[config.mk]
export PLATFORM = sky130hd
export DESIGN_NAME = rxd_flat
export DESIGN_NICKNAME = d
export VERILOG_FILES = /design/src/rtl/rxd_if.sv /design/src/rtl/rxd.sv /design/src/flat_wrapper.sv
export SDC_FILE = /design/constraint.sdc
export NUM_CORES = 1
export LEC_CHECK = 0
export CAP_MARGIN = 15
export CELL_PAD_IN_SITES_DETAIL_PLACEMENT = 0
export CELL_PAD_IN_SITES_GLOBAL_PLACEMENT = 2
export CORE_MARGIN = 3
export CORE_UTILIZATION = 34
export DETAILED_ROUTE_END_ITERATION = 8
export GPL_ROUTABILITY_DRIVEN = 0
export PLACE_DENSITY_LB_ADDON = 0.1
export SETUP_SLACK_MARGIN = 0.02
export SLEW_MARGIN = 20
export SYNTH_ARGS = -nofsm -noshare
export SYNTH_HDL_FRONTEND = slang
export SYNTH_SLANG_ARGS = --single-unit
[constraint.sdc]
create_clock -name clk_sig -period 6.2 [get_ports clk_sig]
set_clock_uncertainty 0.1 [all_clocks]
set_input_delay 0.93 -clock clk_sig [delete_from_list [all_inputs] [get_ports clk_sig]]
set_output_delay 0.93 -clock clk_sig [all_outputs]
set_load 0.01 [all_outputs]
[src/rtl/rxd_if.sv]
// Sample/decision bus of the BPSK receiver. The master side feeds samples and
// observes decisions; the slave side is the receiver itself.
interface rxd_if #(
    parameter int SPS = 16
);
    localparam int CW = 16 + $clog2(SPS);

    logic signed [15:0]   rxd_sig;
    logic                 rxd_valid;
    logic signed [CW-1:0] corr_out;
    logic                 bit_out;
    logic                 bit_valid;
    logic [7:0]           data_out;
    logic                 data_valid;
    logic                 sync_lock;

    modport master (
        output rxd_sig, rxd_valid,
        input  corr_out, bit_out, bit_valid, data_out, data_valid, sync_lock
    );

    modport slave (
        input  rxd_sig, rxd_valid,
        output corr_out, bit_out, bit_valid, data_out, data_valid, sync_lock
    );
endinterface

[src/rtl/rxd.sv]
// BPSK receiver: per-symbol square-wave correlator, hard bit decision,
// sync-word hunt and MSB-first payload byte framing.
module rxd #(
    parameter int          SPS       = 16,
    parameter logic [7:0]  SYNC_WORD = 8'hA5,
    parameter int          FRAME_LEN = 4
) (
    input  logic clk_sig,
    input  logic rst_n,
    rxd_if.slave bus
);
    localparam int IW = $clog2(SPS);
    localparam int CW = 16 + IW;

    typedef enum logic {HUNT, DATA} state_t;

    state_t               state, state_nx;
    logic [IW-1:0]        idx, idx_nx;
    logic signed [CW-1:0] acc, acc_nx;
    logic signed [CW-1:0] term, sum;
    logic signed [CW-1:0] corr, corr_nx;
    logic                 dbit, sym_end;
    logic                 bit_q, bit_nx;
    logic                 bv_q, bv_nx;
    logic [7:0]           sr, sr_nx;
    logic [3:0]           hunt, hunt_nx;
    logic [2:0]           bitcnt, bitcnt_nx;
    logic [7:0]           bytecnt, bytecnt_nx;
    logic [7:0]           dout, dout_nx;
    logic                 dv_q, dv_nx;
    logic                 lock_q, lock_nx;
    logic                 last_byte;

    // Reference is +1 for the first half of the symbol, -1 for the second;
    // SPS is a power of two so the index MSB selects the half.
    always_comb begin
        term    = idx[IW-1] ? -CW'(bus.rxd_sig) : CW'(bus.rxd_sig);
        sum     = acc + term;
        sym_end = bus.rxd_valid && (&idx);
        dbit    = !sum[CW-1] && (sum != '0);
    end

    always_comb begin
        state_nx   = state;
        idx_nx     = idx;
        acc_nx     = acc;
        corr_nx    = corr;
        bit_nx     = bit_q;
        bv_nx      = 1'b0;
        sr_nx      = sr;
        hunt_nx    = hunt;
        bitcnt_nx  = bitcnt;
        bytecnt_nx = bytecnt;
        dout_nx    = dout;
        dv_nx      = 1'b0;
        last_byte  = 1'b0;

        if (bus.rxd_valid) begin
            idx_nx = idx + 1'b1;
            acc_nx = sum;
        end

        if (sym_end) begin
            acc_nx  = '0;
            corr_nx = sum;
            bit_nx  = dbit;
            bv_nx   = 1'b1;
            sr_nx   = {sr[6:0], dbit};
            case (state)
                HUNT: begin
                    hunt_nx = (hunt == 4'd8) ? 4'd8 : hunt + 4'd1;
                    if (hunt_nx == 4'd8 && sr_nx == SYNC_WORD) begin
                        state_nx   = DATA;
                        hunt_nx    = '0;
                        bitcnt_nx  = '0;
                        bytecnt_nx = '0;
                    end
                end
                DATA: begin
                    bitcnt_nx = bitcnt + 3'd1;
                    if (bitcnt == 3'd7) begin
                        dout_nx = sr_nx;
                        dv_nx   = 1'b1;
                        if (bytecnt == 8'(FRAME_LEN - 1)) begin
                            state_nx   = HUNT;
                            sr_nx      = '0;
                            hunt_nx    = '0;
                            bytecnt_nx = '0;
                            last_byte  = 1'b1;
                        end else begin
                            bytecnt_nx = bytecnt + 8'd1;
                        end
                    end
                end
                default: state_nx = HUNT;
            endcase
        end

        // Lock stays up through the final byte's data_valid cycle.
        lock_nx = (state_nx == DATA) || last_byte;
    end

    always_ff @(posedge clk_sig) begin
        if (!rst_n) begin
            state   <= HUNT;
            idx     <= '0;
            acc     <= '0;
            corr    <= '0;
            bit_q   <= 1'b0;
            bv_q    <= 1'b0;
            sr      <= '0;
            hunt    <= '0;
            bitcnt  <= '0;
            bytecnt <= '0;
            dout    <= '0;
            dv_q    <= 1'b0;
            lock_q  <= 1'b0;
        end else begin
            state   <= state_nx;
            idx     <= idx_nx;
            acc     <= acc_nx;
            corr    <= corr_nx;
            bit_q   <= bit_nx;
            bv_q    <= bv_nx;
            sr      <= sr_nx;
            hunt    <= hunt_nx;
            bitcnt  <= bitcnt_nx;
            bytecnt <= bytecnt_nx;
            dout    <= dout_nx;
            dv_q    <= dv_nx;
            lock_q  <= lock_nx;
        end
    end

    assign bus.corr_out   = corr;
    assign bus.bit_out    = bit_q;
    assign bus.bit_valid  = bv_q;
    assign bus.data_out   = dout;
    assign bus.data_valid = dv_q;
    assign bus.sync_lock  = lock_q;
endmodule

[src/flat_wrapper.sv]
// flat-port wrapper written by rule: the top's interface ports become plain ports
module rxd_flat 
#(
    parameter int          SPS       = 16,
    parameter logic [7:0]  SYNC_WORD = 8'hA5,
    parameter int          FRAME_LEN = 4
)
  (clk_sig, rst_n, bus_rxd_sig, bus_rxd_valid, bus_corr_out, bus_bit_out, bus_bit_valid, bus_data_out, bus_data_valid, bus_sync_lock);
  rxd_if #(.SPS(SPS)) bus_i ();
  input  logic clk_sig;
  input  logic rst_n;
  input wire logic [$bits(bus_i.rxd_sig)-1:0] bus_rxd_sig;
  input wire logic [$bits(bus_i.rxd_valid)-1:0] bus_rxd_valid;
  output wire logic [$bits(bus_i.corr_out)-1:0] bus_corr_out;
  output wire logic [$bits(bus_i.bit_out)-1:0] bus_bit_out;
  output wire logic [$bits(bus_i.bit_valid)-1:0] bus_bit_valid;
  output wire logic [$bits(bus_i.data_out)-1:0] bus_data_out;
  output wire logic [$bits(bus_i.data_valid)-1:0] bus_data_valid;
  output wire logic [$bits(bus_i.sync_lock)-1:0] bus_sync_lock;
  assign bus_i.rxd_sig = bus_rxd_sig;
  assign bus_i.rxd_valid = bus_rxd_valid;
  assign bus_corr_out = bus_i.corr_out;
  assign bus_bit_out = bus_i.bit_out;
  assign bus_bit_valid = bus_i.bit_valid;
  assign bus_data_out = bus_i.data_out;
  assign bus_data_valid = bus_i.data_valid;
  assign bus_sync_lock = bus_i.sync_lock;
  rxd #(.SPS(SPS), .SYNC_WORD(SYNC_WORD), .FRAME_LEN(FRAME_LEN)) u_core (.clk_sig(clk_sig), .rst_n(rst_n), .bus(bus_i));
endmodule
Word level (Yosys, flattened, before mapping)
Index checks and enable logic that the tools add are counted.
- register bits after elaboration: 79
- latch bits: 0
- bits in writable memories: 0
- ROM bits: 0
- input port bits: 19
- memories: 0
- $add $sub $neg: 6
- multipliers: 0
- divide/modulo/power cells: 0
- $lt $le $gt $ge: 0
- eq/ne operators: 8
- shifts and indexed selects: 0
- mux-type cells: 26
- bitwise gates (word level): 2
- reduce and logical (&&, ||, !) cells: 13
- operator list (operator ; count):
    $mux 8 ; 3
    $mux 7 ; 3
    $add 20x20->20 ; 1
    $mux 20 ; 1
    $neg 16->20 ; 1
    $reduce_bool 20->1 ; 1
    $mux 4 ; 4
    $pmux 8 s2 ; 1
    $reduce_and 3->1 ; 4
    $mux 1 ; 10
    $add 4x1->4 const B ; 2
    $add 8x1->8 const B ; 1
    $eq 4x4->1 const B ; 2
    $eq 8x2->1 const B ; 1
    $eq 8x8->1 const B ; 1
    $pmux 4 s2 ; 1
    $pmux 3 s2 ; 1
    $ne 2x2->1 const B ; 2
    $reduce_and 4->1 ; 1
    $add 3x1->3 const B ; 1
    $eq 3x3->1 const B ; 1
    $logic_and 1x1->1 ; 3
    $mux 3 ; 1
    $ne 2x1->1 const B ; 1
    6 further kinds ; 7

Depth between registers and ports, before layout
Gate-level depths: netlist (run 1).
- depth after elaboration: 11
- depth in mapped cells: 16

Worst setup path before layout (run 1)
OpenSTA, ideal clock, no wires.
- kind: input -> register
- from: input bus_rxd_sig[5]
- to: register u_core.bytecnt[2]
- setup time: 88 ps
- arrival: 4497 ps
- data required time: 6012 ps
- path slack: 1515 ps
- cell stages on the path: 16
- cells stage by stage: nor4_1 nand3_1 o21ai_0 nand2_1 xor2_1 ha_1 buf_4 a21o_1 a31oi_1 a21boi_1 nand2_1 xor2_1 or4_4 o311ai_4 o31ai_4 a311oi_2
- word-level cells in the longest chain between the ends: 9
- elaborated cells on any way between the ends: 10
- those cells by class: add/sub: 2; eq/ne: 2; mux: 1; reduce/logical: 5
- ends and longest elaborated chain (element ; line ; RTL):
    start: declaration ; flat_wrapper.sv:12 ; input wire logic [$bits(bus_i.rxd_sig)-1:0] bus_rxd_sig;
    $neg 16->20 ; rxd.sv:37 ; term = idx[IW-1] ? -CW'(bus.rxd_sig) : CW'(bus.rxd_sig);
    $mux 20 * ; rxd.sv:37 ;
    $add 20x20->20 * ; rxd.sv:38 ; sum = acc + term;
    $reduce_bool 20->1 / $logic_not 1->1 (equally long branches) ; rxd.sv:40 ; dbit = !sum[CW-1] && (sum != '0);
    $logic_and 1x1->1 * ; rxd.sv:40 ;
    $eq 8x8->1 * ; rxd.sv:72 ; if (hunt_nx == 4'd8 && sr_nx == SYNC_WORD) begin
    $logic_and 1x1->1 * ; rxd.sv:72 ;
    $ne 2x1->1 (no source line) * ; - ;
    $reduce_and 3->1 (no source line) * ; - ;
    end signal: assignment ; rxd.sv:128 ; bytecnt <= bytecnt_nx;
    end: declaration ; rxd.sv:28 ; logic [7:0] bytecnt, bytecnt_nx;
Mark *: on every way between the ends. The rest lies on a longest branch, timed or not.
A chain may end at the register's enable or synchronous reset.

Worst setup path after layout (run 1)
- from: input bus_rxd_sig[3]
- to: register u_core.bytecnt[2]
Same word-level chain as after synthesis.

==> impl_metrics.env, run 1 <==
export IMPL_status="finished clean"
export IMPL_placementRows=42
export IMPL_synth_top_cell_by_area="dfxtp_1"
export IMPL_p_switching_mw=0.510
export IMPL_io_pin_count=51
export IMPL_area_growth_pct=20.7
export IMPL_initial_utilization_pct=35.0
export IMPL_power_mw=1.53
export IMPL_antenna_found_initial=0
export IMPL_use_met1_pct=22.3
export IMPL_dpl_hpwl_um=9150
export IMPL_globalRouteTotalUtil_pct=16.7
export IMPL_cp_num_buf_inv=2
export IMPL_swShare_pct=33.4
export IMPL_design_area_mm2=0.00567
export IMPL_rsz0062_at_grt="false"
export IMPL_synthCells=579
export IMPL_synth_most_common_cell="nand2_1"
export IMPL_r2r_start="u_core.idx[3]$_SDFFE_PN0P_"
export IMPL_synth_edff_count=0
export IMPL_core_region_area_mm2=0.0134
export IMPL_worstPathMaxFanout=7
export IMPL_gr_usage_met2_pct=27.3
export IMPL_die_area_mm2=0.0153
export IMPL_post_cts_resized=0
export IMPL_min_period_over_period_pct=83.4
export IMPL_met3_usage_pct=3.02
export IMPL_drtIter0Drc=290
export IMPL_dpl_cell_area_mm2=0.00536
export IMPL_min_from="u_core.bus.data_out[2]$_SDFFE_PN0P_"
export IMPL_clock_latency_ns=0.34
export IMPL_hp_class="reg -> reg"
export IMPL_synthTopCellsByCount="88 x nand2_1, 79 x dfxtp_1, 71 x nor2_1, 54 x a21oi_1, 29 x ha_1"
export IMPL_vias=4150
export IMPL_reg2regPathDepth=12
export IMPL_synth_flop_cell="dfxtp_1"
export IMPL_ant_nets=0
export IMPL_cp_cell_sequence="clkdlybuf4s50_1 -> nor4_1 -> buf_4 -> nand3_1 -> o21ai_0 -> nand2_1 -> xor2_1 -> ha_1 -> a21o_1 -> a31oi_1 -> a21boi_1 -> nand2_1 -> xor2_1 -> or4_4 -> o311ai_4 -> o31ai_4 -> a311oi_2"
export IMPL_synth_top_area_share_pct=33.7
export IMPL_p_leak_nw=2.14
export IMPL_max_slew_margin_rel_pct=43.4
export IMPL_vias_per_cell=5.16
export IMPL_ys_seq_area_share_pct=33.7
export IMPL_nFillCells=1396
export IMPL_ctsRootBufferMaster="clkbuf_16"
export IMPL_grt_max_degree=44
export IMPL_path_clk_slew_ns=0.07
export IMPL_grt_pass1_vias=4012
export IMPL_die_y_um=124
export IMPL_regArea_mm2=0.00158
export IMPL_hold_viol=0
export IMPL_die_x_um=124
export IMPL_setup_viol=0
export IMPL_power_density_mw_per_mm2=270
export IMPL_critical_path_top_delay_family="compound AO/OA/AOI/OAI gates"
export IMPL_cts_path_max_buffers=2
export IMPL_yosysWarnings=0
export IMPL_final_layout_size_suffix_gt1_share_pct=7.15
export IMPL_reg2reg_slack_ns=1.81
export IMPL_ys_ff_latch=79
export IMPL_multiInputGateArea_mm2=0.00292
export IMPL_start_kind="input pin"
export IMPL_routed_wl_um=12200
export IMPL_wl_per_cell_um=15.2
export IMPL_cp_slowest_stage_delay_ns=0.58
export IMPL_num_nets_final=673
export IMPL_critPathCaptureType="flop"
export IMPL_grt_pass1_wl_um=20000
export IMPL_synth_area_leaders="dfxtp_1 34%, ha_1 7.7%, nand2_1 7.0%"
export IMPL_fin_util_pct=42.3
export IMPL_dp_slack_ns=0.603
export IMPL_route_detailed_drc=0
export IMPL_maxSlewViolCount=0
export IMPL_intPower_mw=1.02
export IMPL_synth_cell_types=75
export IMPL_pwr_share_clk_pct=35.9
export IMPL_worstSetupPathType="in -> reg"
export IMPL_cp_data_arrival_time_ns=5.33
export IMPL_combPwrFrac_pct=28.1
export IMPL_holdWs_ns=0.354
export IMPL_n_antenna_cell=0
export IMPL_gr_total_overflow=0
export IMPL_cts_max_level=3
export IMPL_vdd_drop_max_v=0.000112
export IMPL_critPathRequiredTime_ns=6.36
export IMPL_min_to="u_core.bus.data_out[2]$_SDFFE_PN0P_"
export IMPL_cap_violations=0
export IMPL_fmax_mhz=193
export IMPL_synthesis_nets=628
export IMPL_ctsHoldBuffers=0
export IMPL_seqPwrFrac_pct=36.0
export IMPL_timing_setup_tns_ns=0
export IMPL_numCtsBuffers=9
export IMPL_place_inst=789
export IMPL_cts_num_sinks=79
export IMPL_period_minus_slack_ns=5.17
export IMPL_firstDrtPassIters=5
export IMPL_slowest_stage="or4_4"
export IMPL_hold_path_depth=2
export IMPL_worstMarginPinSlew_ns=0.847
export IMPL_cts_setup_buffers=0
export IMPL_final_cells=805
export IMPL_r2r_end="u_core.bytecnt[2]$_SDFFE_PN0P_"
export IMPL_top_usage_layer="met2"
export IMPL_cts_tree="built"
export IMPL_layout_setup_ws_ns=1.03
export IMPL_portBuffers=50
export IMPL_syn_cell_area_mm2=0.00470
export IMPL_syn_area_per_cell_um2=8.11
export IMPL_async_flop_share_pct=0
## per-layer routing
metal / vias to the layer above / wire [um]
li1: 2163 / -
met1: 1913 / 6120
met2: 63 / 5450
met3: 11 / 452
met4: 0 / 171
met5: - / 0
## kinds of logic after synthesis
group / count (synthesis) / synth area share, %
xor gates and xnor gates: 33 / 6.32
muxes: 17 / 3.62
adders and majority gates: 30 / 8.15
buffers and inverters: 44 / 4.18
and+or+nand+nor: 229 / 22.7
DFF: 79 / 33.7
AOI/OAI and AO/OA: 147 / 21.3
## cell usage in the layout, fill, tap and decap left out, types with 3 or more instances in the layout
master            n
o31ai_1           7
dfxtp_1          79
clkinvlp_4        4
a22o_1            7
nand3_1          13
and3_1            5
o21ai_1           3
nand2_1          88
buf_4            10
nor4_1            4
a211oi_1         12
nand4_1           7
nor2_1           71
nand2b_1          5
clkbuf_16         9
inv_1            17
a221oi_1          4
a21oi_1          54
nor3_1           11
a21o_1            5
or3_1             3
clkdlybuf4s50_1  50
a31oi_1           8
mux2i_1          17
ha_1             29
xor2_1           15
o21ai_0          20
xnor2_1          17
## sequential cells by signal (all words and copies together) (netlist names)
name,count
u_core.bytecnt,8
u_core.bus.bit_out,1
u_core.sr,7
u_core.bus.data_out,8
u_core.bitcnt,3
u_core.idx,4
u_core.acc,20
u_core.bus.sync_lock,1
u_core.bus.bit_valid,1
u_core.bus.data_valid,1
u_core.bus.corr_out,20
u_core.hunt,4
u_core.state,1
## power groups by stage
stage	clock network (mW)	registers (mW)	logic, mW
2_1_floorplan	0	0.555	0.305
3_3_place_gp	0	0.563	0.429
3_5_place_dp	0	0.563	0.429
4_1_cts	0.567	0.551	0.431
5_1_grt	0.585	0.554	0.479
6_report	0.549	0.551	0.429
## how the worst max path moves through the flow
stage / slack [ns] / cells past startpoint / from / endpoint
floorplan: 1.51 / 16 / bus_rxd_sig[5] / u_core.bytecnt[2]$_SDFFE_PN0P_
global placement: 0.67 / 17 / bus_rxd_sig[3] / u_core.bytecnt[2]$_SDFFE_PN0P_
detailed placement: 0.60 / 17 / bus_rxd_sig[3] / u_core.bytecnt[2]$_SDFFE_PN0P_
CTS: 0.97 / 17 / bus_rxd_sig[3] / u_core.bytecnt[2]$_SDFFE_PN0P_
global route: 0.77 / 17 / bus_rxd_sig[3] / u_core.bytecnt[2]$_SDFFE_PN0P_
finish: 1.03 / 17 / bus_rxd_sig[3] / u_core.bytecnt[2]$_SDFFE_PN0P_
## tightest hold or removal path: cells and delay by family, from the launching register on
kind	cells	cell delay [ns]
AND/OR/NAND/NOR	1	0.05
flip-flops	1	0.31
AO/OA/AOI/OAI	1	0.05
## cell type report
| class | instances | area share (%) |
|---|---|---|
| Inverter | 18 | 1.19 |
| Multi-Input combinational cell | 456 | 51.5 |
| Sequential cell | 79 | 27.9 |
| Clock inverter | 7 | 1.41 |
| Clock buffer | 9 | 3.97 |
| Tap cell | 176 | 3.89 |
| Timing Repair Buffer | 60 | 10.2 |
Power figures use the tool's default switching activity.
==> run 2, diff against run 1 <==
clock period = 4.95 ns   (was 6.2 ns; I/O delays follow)
==> run 2 against run 1 <==
Largest power group is now the clock network; cell area grew 9.4%; clock-buffer cell count is the same; via count grew 6.4%; critical path type unchanged; hold slack lost 0.00087 ns; combinational power grew 55%; worst setup slack lost 0.77 ns; die area is the same.
==> impl_metrics.env, run 2 (same netlist as run 1, synthesis figures left out) <==
export IMPL_numCtsBuffers=9
export IMPL_grt_pass1_wl_um=20700
export IMPL_hp_class="reg -> reg"
export IMPL_initial_utilization_pct=35.0
export IMPL_dpl_hpwl_um=9680
export IMPL_gr_total_overflow=0
export IMPL_ctsRootBufferMaster="clkbuf_16"
export IMPL_drtIter0Drc=337
export IMPL_cts_tree="built"
export IMPL_cp_data_arrival_time_ns=4.85
export IMPL_grt_pass1_vias=4223
export IMPL_final_cell_mix="88 x nand2_1, 79 x dfxtp_1, 73 x buf_4"
export IMPL_vdd_drop_max_v=0.000157
export IMPL_status="finished clean"
export IMPL_clock_latency_ns=0.35
export IMPL_worstSetupPathType="in -> reg"
export IMPL_multiInputGateArea_mm2=0.00296
export IMPL_start_kind="input pin"
export IMPL_fmax_mhz=213
export IMPL_max_slew_margin_rel_pct=47.5
export IMPL_min_from="u_core.bus.data_out[7]$_SDFFE_PN0P_"
export IMPL_regArea_mm2=0.00158
export IMPL_min_period_over_period_pct=94.7
export IMPL_routed_wl_um=12400
export IMPL_core_region_area_mm2=0.0134
export IMPL_cap_violations=0
export IMPL_power_density_mw_per_mm2=337
export IMPL_cts_max_level=3
export IMPL_critPathRequiredTime_ns=5.11
export IMPL_reg2reg_slack_ns=0.72
export IMPL_period_minus_slack_ns=4.69
export IMPL_layout_commonest_cell="nand2_1"
export IMPL_p_leak_nw=2.47
export IMPL_area_growth_pct=32.1
export IMPL_n_antenna_cell=0
export IMPL_maxSlewViolCount=0
export IMPL_die_area_mm2=0.0153
export IMPL_vias_per_cell=5.09
export IMPL_nFillCells=1382
export IMPL_num_nets_final=736
export IMPL_holdWs_ns=0.353
export IMPL_setup_worst_path_start="bus_rxd_sig[5]"
export IMPL_path_clk_slew_ns=0.06
export IMPL_grt_max_degree=44
export IMPL_setup_viol=0
export IMPL_r2r_start="u_core.idx[3]$_SDFFE_PN0P_"
export IMPL_route_detailed_drc=0
export IMPL_die_x_um=124
export IMPL_worstPathMaxFanout=7
export IMPL_die_y_um=124
export IMPL_final_layout_size_suffix_gt1_share_pct=16.6
export IMPL_placementRows=42
export IMPL_vias=4416
export IMPL_firstDrtPassIters=5
export IMPL_cts_path_max_buffers=2
export IMPL_portBuffers=50
export IMPL_wl_per_cell_um=14.3
export IMPL_ant_nets=0
export IMPL_io_pin_count=51
export IMPL_power_mw=2.09
export IMPL_cts_num_sinks=79
export IMPL_antenna_found_initial=0
export IMPL_worstMarginPinSlew_ns=0.785
export IMPL_rsz0062_at_grt="false"
export IMPL_globalRouteTotalUtil_pct=17.4
export IMPL_hold_viol=0
export IMPL_critPathCaptureType="flop"
[run 2: final timing paths]
check                                        end  cells past startpoint
min reg2reg  u_core.bus.data_out[7]$_SDFFE_PN0P_                      2
max reg2reg       u_core.bytecnt[2]$_SDFFE_PN0P_                     14
max               u_core.bytecnt[2]$_SDFFE_PN0P_                     17
min          u_core.bus.data_out[7]$_SDFFE_PN0P_                      2
[run 2: final cells by class]
type,count,share of cell area (%)
Sequential cell,79,25.5
Clock inverter,7,1.67
Clock buffer,9,3.63
Tap cell,176,3.55
Multi-Input combinational cell,456,47.6
Inverter,18,1.09
Timing Repair Buffer,123,16.9
[run 2: repair_timing]
item	4_1_cts	5_1_grt
buffers inserted	0	3
hold buffers	0	0
endpoints found under the setup margin	0	7
resized for setup	0	9
[run 2: routing by layer]
layer  GRT usage (%)  part of all wire [%]
met5               0                     0
met4            5.95                   1.6
met3            3.11                   3.0
met2            29.0                    48
met1            22.6                    48
[run 2: power breakdown]
| group | total, mW | switching, mW | internal, mW |
|---|---|---|---|
| registers | 0.690 | 0.0236 | 0.667 |
| logic | 0.664 | 0.345 | 0.319 |
| clock network | 0.736 | 0.287 | 0.449 |
[run 2: through the flow]
step / setup TNS (ns) / cell area, um2 / utilization [%] / std cells / setup slack (ns)
after floorplan: 0 / 4700 / - / 579 / 0.452
after global placement: -0.266 / 5810 / 43.4 / 849 / -0.0621
after detailed placement: -0.389 / 5810 / 43.4 / 849 / -0.123
after CTS: 0 / 6140 / 45.8 / 865 / 0.242
after global routing: 0 / 6200 / 46.3 / 868 / 0.0222
final: 0 / 6200 / 46.3 / 868 / 0.262
[run 2: worst max-delay path, stage by stage]
cell and delay, ns:
clkdlybuf4s50_1 0.42, nor4_1 0.27, buf_4 0.17, nand2_1 0.06
o31ai_1 0.24, xnor2_1 0.23, ha_1 0.31, a21oi_1 0.18
o21ai_0 0.17, a21oi_2 0.26, xor2_1 0.17, nand4_1 0.10
or4_4 0.56, o311ai_4 0.44, o31ai_4 0.10, buf_4 0.19
a311oi_2 0.22
==> patch: new RTL, config.mk and constraints of run 2 <==
`dout` no longer has a reset.
--- a/src/rtl/rxd.sv
+++ b/src/rtl/rxd.sv
@@ -114,3 +114,2 @@
             bytecnt <= '0;
-            dout    <= '0;
             dv_q    <= 1'b0;
@@ -128,3 +127,2 @@
             bytecnt <= bytecnt_nx;
-            dout    <= dout_nx;
             dv_q    <= dv_nx;
@@ -132,2 +130,6 @@
         end
+    end
+
+    always_ff @(posedge clk_sig) begin
+        dout <= dout_nx;
     end
Function: no difference found for any inputs over 10 cycles, from zero or initial values and one cycle with rst_n low; that may be too few to reach the edited logic, so the function may still have changed.
==> patch against run 2 <==
  * Sequential cell count is the same
  * Clock power shrank 15%
  * Critical path type unchanged
  * Hold slack improved by 12 ps
  * Synthesized area rose by 0.21%
  * Setup slack better by 28 ps
  * Wire length grew 5.2%
  * Power down 2.5%
  * Design area is 8.6% higher
  * Critical endpoint is now u_core.state
==> patch: results (changes against run 2) <==
| Metric | Value |
|---|---|
| Setup Slack @ Placement | -575 ps (-452 ps) |
| Gr usage total | 17.5% (+0.14 points) |
| Skew-Pair Late Insertion Delay | 340 ps |
| Peak supply drop | 0.166 mV (+5.9%) |
| Slew @ Worst Pin | 886 ps (+101 ps) |
| Yosys cell types | 60 (-20%) |
| Post-synth EDFFs | 8 (+8) |
| Worst path max stage delay | 600 ps (+40 ps) |
| DR pass1 iterations | 4 (-1) |
| Total Wirelength | 13100 µm (+5.2%) |
| Synth cell count leaders | dfxtp_1, nand2_1, nor2_1 |
| Tightest Hold Check Type | reg -> reg |
| Port bufs | 50 (unchanged) |
| Top cells by area, synth | dfxtp_1, ha_1, nand2_1 |
| CTS buffer count | 9 (unchanged) |
| Worst-path clk slew | 70 ps |
| Root Driver | clkbuf_16 |
| Post-Syn Nets | 597 (-4.9%) |
| DRT iter0 DRCs | 200 (-41%) |
| CTS Buffer Depth | 2 (unchanged) |
| Worst Path Arrival | 4790 ps (-60 ps) |
| YS warnings | 0 (unchanged) |
| FFs w/ async S/R, synth | 0% (unchanged) |
| Antenna diodes | 0 (unchanged) |
| Post-synth top area cell | dfxtp_1 |
| Share of layout cells above drive strength 1 | 26.0% (+9.3 points) |
| Post-synthesis sequential area ratio | 35.3% (+1.6 points) |
| Slowest-stage cell, CP | or4_1 |
| Vias in the first global route | 4287 (+1.5%) |
| P_leak | 2.87 nW (+16%) |
| Largest net degree at the start of global routing | 32 (-27%) |
| CP delay by family, top | simple AND/OR/NAND/NOR gates |
| Int Pwr | 1.39 mW (-2.8%) |
| Fill cells | 1331 (-3.7%) |
| Via density | 5.11 (+0.42%) |
| Status | completed |
| Final #Nets | 741 (+0.68%) |
| First-pass GRT wire length | 21000 µm (+1.3%) |
| R2R cell count | 16 (+2) |
| Hold Path Depth | 2 (unchanged) |
| Worst Path Max Fanout | 4 (-3) |
| Initial antenna violation count | 0 (unchanged) |
| H-tree Lvls | 3 (unchanged) |
| Post-DP HPWL | 9900 µm (+2.3%) |
-- patch: cell count changes in the layout (fill, tap and decap cells not counted), sizes merged, moves of 7 or more --
cell    before  now
dfxtp       79   71
buf         73  107
and2         1   14
a21oi       55   27
nand2       89   71
nor2        71   45
a21boi       2   18
edfxtp       0    8
o21ai       24   32
a21o         5   12
a211oi      13    6
-- patch: tightest hold or removal path, stage by stage (launching register included) --
cell      delay [ps]
dfxtp_1          310
nand2_1           50
a21boi_0          60
-- patch: cell families after synthesis --
logic type | count (synthesis) | share of synthesized area (%)
multiplexers | 18 | 3.83
buffers and inverters | 40 | 3.19
flip-flops | 79 | 35.3
AO/OA/AOI/OAI | 153 | 22.9
AND/OR/NAND/NOR | 199 | 20.9
adder cells (fa/ha/maj) | 30 | 8.14
XOR/XNOR | 29 | 5.69
-- patch: metal layers --
layer | vias to the layer above | global-route usage (%) | routed length [µm]
met1 | 2110 | 23.1 | 6270
met5 | - | 0 | 0
met2 | 61 | 29.0 | 6190
li1 | 2280 | - | -
met3 | 9 | 3.54 | 484
met4 | 0 | 5.12 | 115
-- patch: repair_timing --
| action | 4_1_cts | 5_1_grt |
|---|---|---|
| setup buffers | 1 | 9 |
| gates cloned | 0 | 0 |
| pin swaps | 1 | 25 |
| gates resized for setup | 8 | 57 |
| setup endpoints to repair | 14 | 17 |
-- patch: final timing paths --
check / to / slack (ps) / startpoint
min: u_core.bus.corr_out[19] / 360 / u_core.bus.corr_out[19]
max: u_core.state / 290 / bus_rxd_sig[9]
min reg2reg: u_core.bus.corr_out[19] / 360 / u_core.bus.corr_out[19]
max reg2reg: u_core.state / 620 / u_core.idx[3]
-- patch: stage by stage --
step | utilization, % | setup TNS [ps] | cell area [µm²] | cells
2_1_floorplan | - | 0 | 4710 | 548
3_3_place_gp | 45.3 | -5840 | 6060 | 847
3_5_place_dp | 45.3 | -7960 | 6060 | 847
4_1_cts | 47.8 | 0 | 6400 | 864
5_1_grt | 50.3 | 0 | 6730 | 873
6_report | 50.3 | 0 | 6730 | 873
-- patch: cell type report --
cell class	instances	area share [%]
well taps	176	3.27
repair buffers	157	19.7
clock buffers	9	3.34
multi-input cells	429	47.3
inverters	16	0.892
flip-flops and latches	79	24.7
clock inverters	7	0.799
-- patch: power groups by stage --
stage / Combinational, mW / Clock (mW) / Sequential [mW]
6_report: 0.716 / 0.629 / 0.693
5_1_grt: 0.785 / 0.675 / 0.695
4_1_cts: 0.641 / 0.647 / 0.693
3_5_place_dp: 0.627 / 0 / 0.708
3_3_place_gp: 0.626 / 0 / 0.707
2_1_floorplan: 0.335 / 0 / 0.700
